<file path="config.mk">
export PLATFORM = sky130hd
export DESIGN_NAME = rf_wb_arbiter
export DESIGN_NICKNAME = d
export VERILOG_FILES = /design/src/rtl/rf_pkg.sv /design/src/rtl/rr_arbiter.sv /design/src/rtl/rf_wb_arbiter.sv
export SDC_FILE = /design/constraint.sdc
export NUM_CORES = 1
export LEC_CHECK = 0
export ABC_AREA = 0
export CORE_MARGIN = 4
export CORE_UTILIZATION = 56
export DETAILED_ROUTE_END_ITERATION = 8
export GPL_TIMING_DRIVEN = 0
export PLACE_DENSITY = 0.88
export SLEW_MARGIN = 20
export SYNTH_ARGS = -nofsm -noshare
export SYNTH_HDL_FRONTEND = slang
export SYNTH_SLANG_ARGS = --single-unit
</file>
<file path="constraint.sdc">
create_clock -name clk -period 6.55 [get_ports clk]
set_clock_uncertainty 0.15 [all_clocks]
set_input_delay 1.965 -clock clk [delete_from_list [all_inputs] [get_ports clk]]
set_output_delay 1.965 -clock clk [all_outputs]
set_load 0.01 [all_outputs]
</file>
<file path="src/rtl/rf_pkg.sv">
// Shared defaults and constants for the register-file writeback arbiter.
package rf_pkg;
  localparam int NREQ_DEF       = 3;
  localparam int ADDR_WIDTH_DEF = 5;
  localparam int DATA_WIDTH_DEF = 32;
  localparam int CNT_W_DEF      = 2;

  localparam int WB_ALU = 0;
  localparam int WB_LSU = 1;
  localparam int WB_CSR = 2;

  localparam logic [ADDR_WIDTH_DEF-1:0] X0_ADDR = '0;
endpackage

</file>
<file path="src/rtl/rr_arbiter.sv">
// Combinational round-robin search: first valid index at or after ptr_i, wrapping.
module rr_arbiter
  import rf_pkg::*;
#(
  parameter int NREQ = NREQ_DEF
) (
  input  logic [NREQ-1:0]         valid_i,
  input  logic                    en_i,
  input  logic [$clog2(NREQ)-1:0] ptr_i,
  output logic [NREQ-1:0]         gnt_o,
  output logic [$clog2(NREQ)-1:0] gnt_idx_o
);
  localparam int PTR_W = $clog2(NREQ);

  logic found;
  int   idx;

  always_comb begin
    gnt_o     = '0;
    gnt_idx_o = '0;
    found     = 1'b0;
    idx       = 0;
    for (int k = 0; k < NREQ; k++) begin
      idx = (int'(ptr_i) + k) % NREQ;
      if (en_i && !found && valid_i[idx]) begin
        found      = 1'b1;
        gnt_o[idx] = 1'b1;
        gnt_idx_o  = PTR_W'(idx);
      end
    end
  end
endmodule

</file>
<file path="src/rtl/rf_wb_arbiter.sv">
// Round-robin share of the register-file write port with a registered output
// stage and a per-register pending-write scoreboard for decode.
module rf_wb_arbiter
  import rf_pkg::*;
#(
  parameter int NREQ       = NREQ_DEF,
  parameter int ADDR_WIDTH = ADDR_WIDTH_DEF,
  parameter int DATA_WIDTH = DATA_WIDTH_DEF,
  parameter int CNT_W      = CNT_W_DEF
) (
  input  logic                       clk,
  input  logic                       rst_n,
  input  logic [NREQ-1:0]            req_valid,
  input  logic [NREQ*ADDR_WIDTH-1:0] req_addr,
  input  logic [NREQ*DATA_WIDTH-1:0] req_data,
  output logic [NREQ-1:0]            req_ready,
  input  logic                       wb_hold,
  output logic                       rf_wen,
  output logic [ADDR_WIDTH-1:0]      rf_waddr,
  output logic [DATA_WIDTH-1:0]      rf_wdata,
  input  logic                       sb_set_valid,
  input  logic [ADDR_WIDTH-1:0]      sb_set_addr,
  output logic                       sb_set_ready,
  input  logic [ADDR_WIDTH-1:0]      sb_raddr,
  output logic                       sb_busy
);
  localparam int PTR_W = $clog2(NREQ);
  localparam int NREG  = 1 << ADDR_WIDTH;
  localparam logic [CNT_W-1:0]      CNT_MAX = '1;
  localparam logic [ADDR_WIDTH-1:0] X0      = ADDR_WIDTH'(X0_ADDR);

  logic [PTR_W-1:0]      rr_ptr_q, rr_ptr_d, gnt_idx;
  logic [NREQ-1:0]       gnt;
  logic                  xfer;
  logic [ADDR_WIDTH-1:0] gnt_addr;
  logic [DATA_WIDTH-1:0] gnt_data;

  logic                  rf_wen_q, rf_wen_d;
  logic [ADDR_WIDTH-1:0] rf_waddr_q, rf_waddr_d;
  logic [DATA_WIDTH-1:0] rf_wdata_q, rf_wdata_d;

  logic [CNT_W-1:0] cnt_q [NREG];
  logic [CNT_W-1:0] cnt_d [NREG];
  logic             sb_inc;

  // Reset also gates the grant so nothing is acknowledged while held in reset.
  rr_arbiter #(.NREQ(NREQ)) u_arb (
    .valid_i   (req_valid),
    .en_i      (rst_n & ~wb_hold),
    .ptr_i     (rr_ptr_q),
    .gnt_o     (gnt),
    .gnt_idx_o (gnt_idx)
  );

  assign req_ready = gnt;
  assign xfer      = |(req_valid & gnt);
  assign gnt_addr  = req_addr[int'(gnt_idx)*ADDR_WIDTH +: ADDR_WIDTH];
  assign gnt_data  = req_data[int'(gnt_idx)*DATA_WIDTH +: DATA_WIDTH];

  always_comb begin
    rr_ptr_d   = rr_ptr_q;
    rf_wen_d   = 1'b0;
    rf_waddr_d = rf_waddr_q;
    rf_wdata_d = rf_wdata_q;
    if (xfer) begin
      rr_ptr_d   = (gnt_idx == PTR_W'(NREQ-1)) ? '0 : gnt_idx + 1'b1;
      rf_wen_d   = (gnt_addr != X0);
      rf_waddr_d = gnt_addr;
      rf_wdata_d = gnt_data;
    end
  end

  assign sb_set_ready = (cnt_q[sb_set_addr] != CNT_MAX) || (sb_set_addr == X0);
  assign sb_inc       = sb_set_valid && sb_set_ready && (sb_set_addr != X0);
  assign sb_busy      = (cnt_q[sb_raddr] != '0);

  // Retiring write decrements on the same edge the register file captures it.
  always_comb begin
    for (int r = 0; r < NREG; r++) begin
      cnt_d[r] = cnt_q[r];
      if (r != 0) begin
        if (sb_inc && (sb_set_addr == ADDR_WIDTH'(r)) &&
            !(rf_wen_q && (rf_waddr_q == ADDR_WIDTH'(r))))
          cnt_d[r] = cnt_q[r] + 1'b1;
        else if (rf_wen_q && (rf_waddr_q == ADDR_WIDTH'(r)) &&
                 !(sb_inc && (sb_set_addr == ADDR_WIDTH'(r))) &&
                 (cnt_q[r] != '0))
          cnt_d[r] = cnt_q[r] - 1'b1;
      end else begin
        cnt_d[r] = '0;
      end
    end
  end

  always_ff @(posedge clk or negedge rst_n) begin
    if (!rst_n) begin
      rr_ptr_q   <= '0;
      rf_wen_q   <= 1'b0;
      rf_waddr_q <= '0;
      rf_wdata_q <= '0;
      for (int r = 0; r < NREG; r++) cnt_q[r] <= '0;
    end else begin
      rr_ptr_q   <= rr_ptr_d;
      rf_wen_q   <= rf_wen_d;
      rf_waddr_q <= rf_waddr_d;
      rf_wdata_q <= rf_wdata_d;
      for (int r = 0; r < NREG; r++) cnt_q[r] <= cnt_d[r];
    end
  end

  assign rf_wen   = rf_wen_q;
  assign rf_waddr = rf_waddr_q;
  assign rf_wdata = rf_wdata_q;
endmodule

</file>
==> results.json <==
{
  "outcome": "completed",
  "synth_flop_cell": "dfrtp_1",
  "drt_first_pass_iters": 6,
  "p_leak_nw": 3.97,
  "synth_top_area_share_pct": 33.4,
  "ios": 171,
  "tightestPinTransition_ns": 0.620,
  "cp_slowest_stage_delay_ns": 0.53,
  "start_util_pct": 57.5,
  "grt_pass1_wl_mm": 35.3,
  "detailed_place_hpwl_mm": 17.5,
  "cp.arrival_ns": 4.37,
  "track_usage_pct": 28.2,
  "synth-async-reset-ratio_pct": 100,
  "synth_top_area_cell": "dfrtp_1",
  "die_area_um2": 15600,
  "wl_per_cell_um": 20.0,
  "cts_tree": "done",
  "critPathLaunchType": "primary input",
  "holdWs_ns": 0.351,
  "min_period_ns": 6.48,
  "yosys_warnings": 0,
  "root_buffer": "clkbuf_16",
  "post-route-period-util_pct": 99.0,
  "pre_cts_slack_ns": -0.266,
  "avgSynthCellArea_um2": 9.81,
  "synthTopCellsByArea": "dfrtp_1 (33%), mux2_2 (12%), mux2_4 (7.5%)",
  "drt_iter0_markers": 742,
  "htree_levels": 3,
  "yosys-top-cells-count": "dfrtp_1 (102), mux2_2 (80), nor2_1 (58)",
  "clockBufferDepth": 2,
  "gp_congestion": 0.924,
  "cts-buffers-inserted": 9,
  "cts_sinks": 102,
  "dieHeight_um": 125,
  "ant_nets": 0,
  "hold_violations": 0,
  "core_region_area_um2": 13300,
  "max_slew_margin_pct": 58.7,
  "critPathKind": "primary input to output pin",
  "io_buffers": 165,
  "rsz0062_at_grt": "no",
  "hp-class": "flip-flop to flip-flop",
  "setup_viol": 0,
  "seq_area_frac_synth_pct": 33.4,
  "synth.cell_area_um2": 7640,
  "areaGrowthSynthToFinish_pct": 29.2,
  "rows": 42,
  "grt_pass1_vias": 6828,
  "finalMaxSlewViolations": 0,
  "crit_required_ns": 4.43,
  "fmax_mhz": 154,
  "vdd_ir_drop_max_mv": 0.199,
  "path_cells": "clkdlybuf4s50_1, inv_2, mux4_2, a221o_1, buf_4, nor2_2, nor3_1, clkdlybuf4s50_1",
  "antenna_found_initial": 1,
  "syn_inst": 779,
  "finalWorstSetupSlack_ns": 0.0653,
  "power_density_nw_per_um2": 324,
  "yosysMostFrequentCell": "dfrtp_1",
  "clk_latency_ns": 0.37,
  "endpoint_kind": "output pin",
  "cpMostUsedCell": "clkdlybuf4s50_1",
  "drive_above_1_share_pct": 21.3,
  "syn_nets": 911,
  "fillers": 908,
  "grt_max_degree": 81,
  "synth_edf_count": 0,
  "clkTransAtPathRegs_ns": 0.07,
  "vias": 6973,
  "synth-seq-cells": 102,
  "crit_path_max_fanout": 10,
  "drt-total-wl_mm": 22.8,
  "grt-ovfl-total": 0,
  "vias_per_cell": 6.11,
  "cap_violations": 0,
  "cpMaxStageDelayCell": "mux4_2",
  "die_x_um": 125,
  "fin_nets": 1091,
  "drc": 0,
  "synth_cell_types": 74
}
## power breakdown
part | internal, mW | switching [mW] | leakage, nW | total (mW)
Combinational | 0.870 | 0.685 | 2.66 | 1.55
Clock | 0.270 | 0.270 | 0.144 | 0.540
Sequential | 0.861 | 0.240 | 1.17 | 1.10
Total | 2.00 | 1.20 | 3.97 | 3.20
## stage by stage
| step | setup TNS, ns | cell area [um^2] | power (mW) | utilization (%) | std cells |
|---|---|---|---|---|---|
| after floorplan | 0 | 7640 | 2.01 | - | 779 |
| after global placement | -137.75 | 9520 | 2.58 | 71.6 | 1120 |
| after detailed placement | -0.521 | 9550 | 2.63 | 71.8 | 1121 |
| after CTS | 0 | 9870 | 3.19 | 74.3 | 1140 |
| after global routing | 0 | 9880 | 3.36 | 74.3 | 1141 |
| final | 0 | 9880 | 3.20 | 74.3 | 1141 |
## critical path: cells and delay by family
| kind | cells | cell delay (ns) |
|---|---|---|
| buffers and inverters | 4 | 1.32 |
| AO/OA/AOI/OAI | 1 | 0.34 |
| multiplexers | 1 | 0.53 |
| AND/OR/NAND/NOR | 2 | 0.22 |
## sequential cells by signal, summed over array words and instances, names as in the netlist
signal    count
cnt_q        62
rr_ptr_q      2
rf_wen        1
rf_wdata     32
rf_waddr      5
## cells in the final DEF (no fill, tap or decap), types with 12 or more instances in the layout
| cell type | count |
|---|---|
| nor2_1 | 57 |
| a21oi_1 | 43 |
| nand2_1 | 47 |
| mux2_2 | 80 |
| nand3b_1 | 13 |
| nand3_1 | 33 |
| dfrtp_1 | 102 |
| nor3_1 | 38 |
| inv_1 | 19 |
| mux2i_1 | 25 |
| mux2_4 | 38 |
| nor2b_1 | 12 |
| xnor2_1 | 13 |
| clkdlybuf4s50_1 | 162 |
| clkbuf_1 | 15 |
| and3_1 | 13 |
| o21ai_0 | 23 |
## timing repair
item,4_1_cts,5_1_grt
hold buffers,0,0
endpoints found under the setup margin,2,1
resized for setup,9,2
pin swaps,1,0
buffers inserted,3,0
## layer usage
| metal | track usage [%] | part of all wire [%] | vias up |
|---|---|---|---|
| met5 | 0 | 0 | - |
| met4 | 9.44 | 2.9 | 0 |
| met3 | 8.36 | 9.0 | 54 |
| met2 | 48.0 | 49 | 340 |
| met1 | 34.4 | 39 | 3333 |
| li1 | - | - | 3246 |
## worst paths after layout
kind	start	end	slack (ns)	cells past startpoint
worst max-delay path	sb_set_addr[0]	sb_set_ready	0.07	8
worst min-delay path	cnt_q[0]$_DFFE_PN0P_	cnt_q[0]$_DFFE_PN0P_	0.35	1
worst max register to register	rr_ptr_q[0]$_DFFE_PN0P_	rf_wdata[25]$_DFFE_PN0P_	3.20	10
worst min register to register	cnt_q[0]$_DFFE_PN0P_	cnt_q[0]$_DFFE_PN0P_	0.35	1
max in group asynchronous	rst_n	cnt_q[8]$_DFFE_PN0P_	4.26	2
min in group asynchronous	rst_n	cnt_q[20]$_DFFE_PN0P_	1.31	1
## logic make-up (layout without fill, tap and decap cells)
group	after synthesis	count (layout)	share of synthesized area [%]
simple gates	268	268	17.9
flops	102	102	33.4
buf+inv	63	248	4.39
compound gates	167	167	15.7
mux	153	153	25.5
fa+ha+maj	4	4	0.655
xor+xnor	22	22	2.52
other cells	0	1	0
## final cells by class
cell class	count	area, um^2	area share (%)
Timing Repair Buffer	169	1700	17.2
Tap cell	176	220	2.23
Antenna cell	1	2.50	0.0253
Inverter	21	78.8	0.798
Multi-Input combinational cell	614	4760	48.2
Sequential cell	102	2550	25.8
Clock buffer	10	229	2.32
Buffer	42	269	2.72
Clock inverter	6	65.1	0.659
No activity file was read; power rests on OpenSTA's default activity.
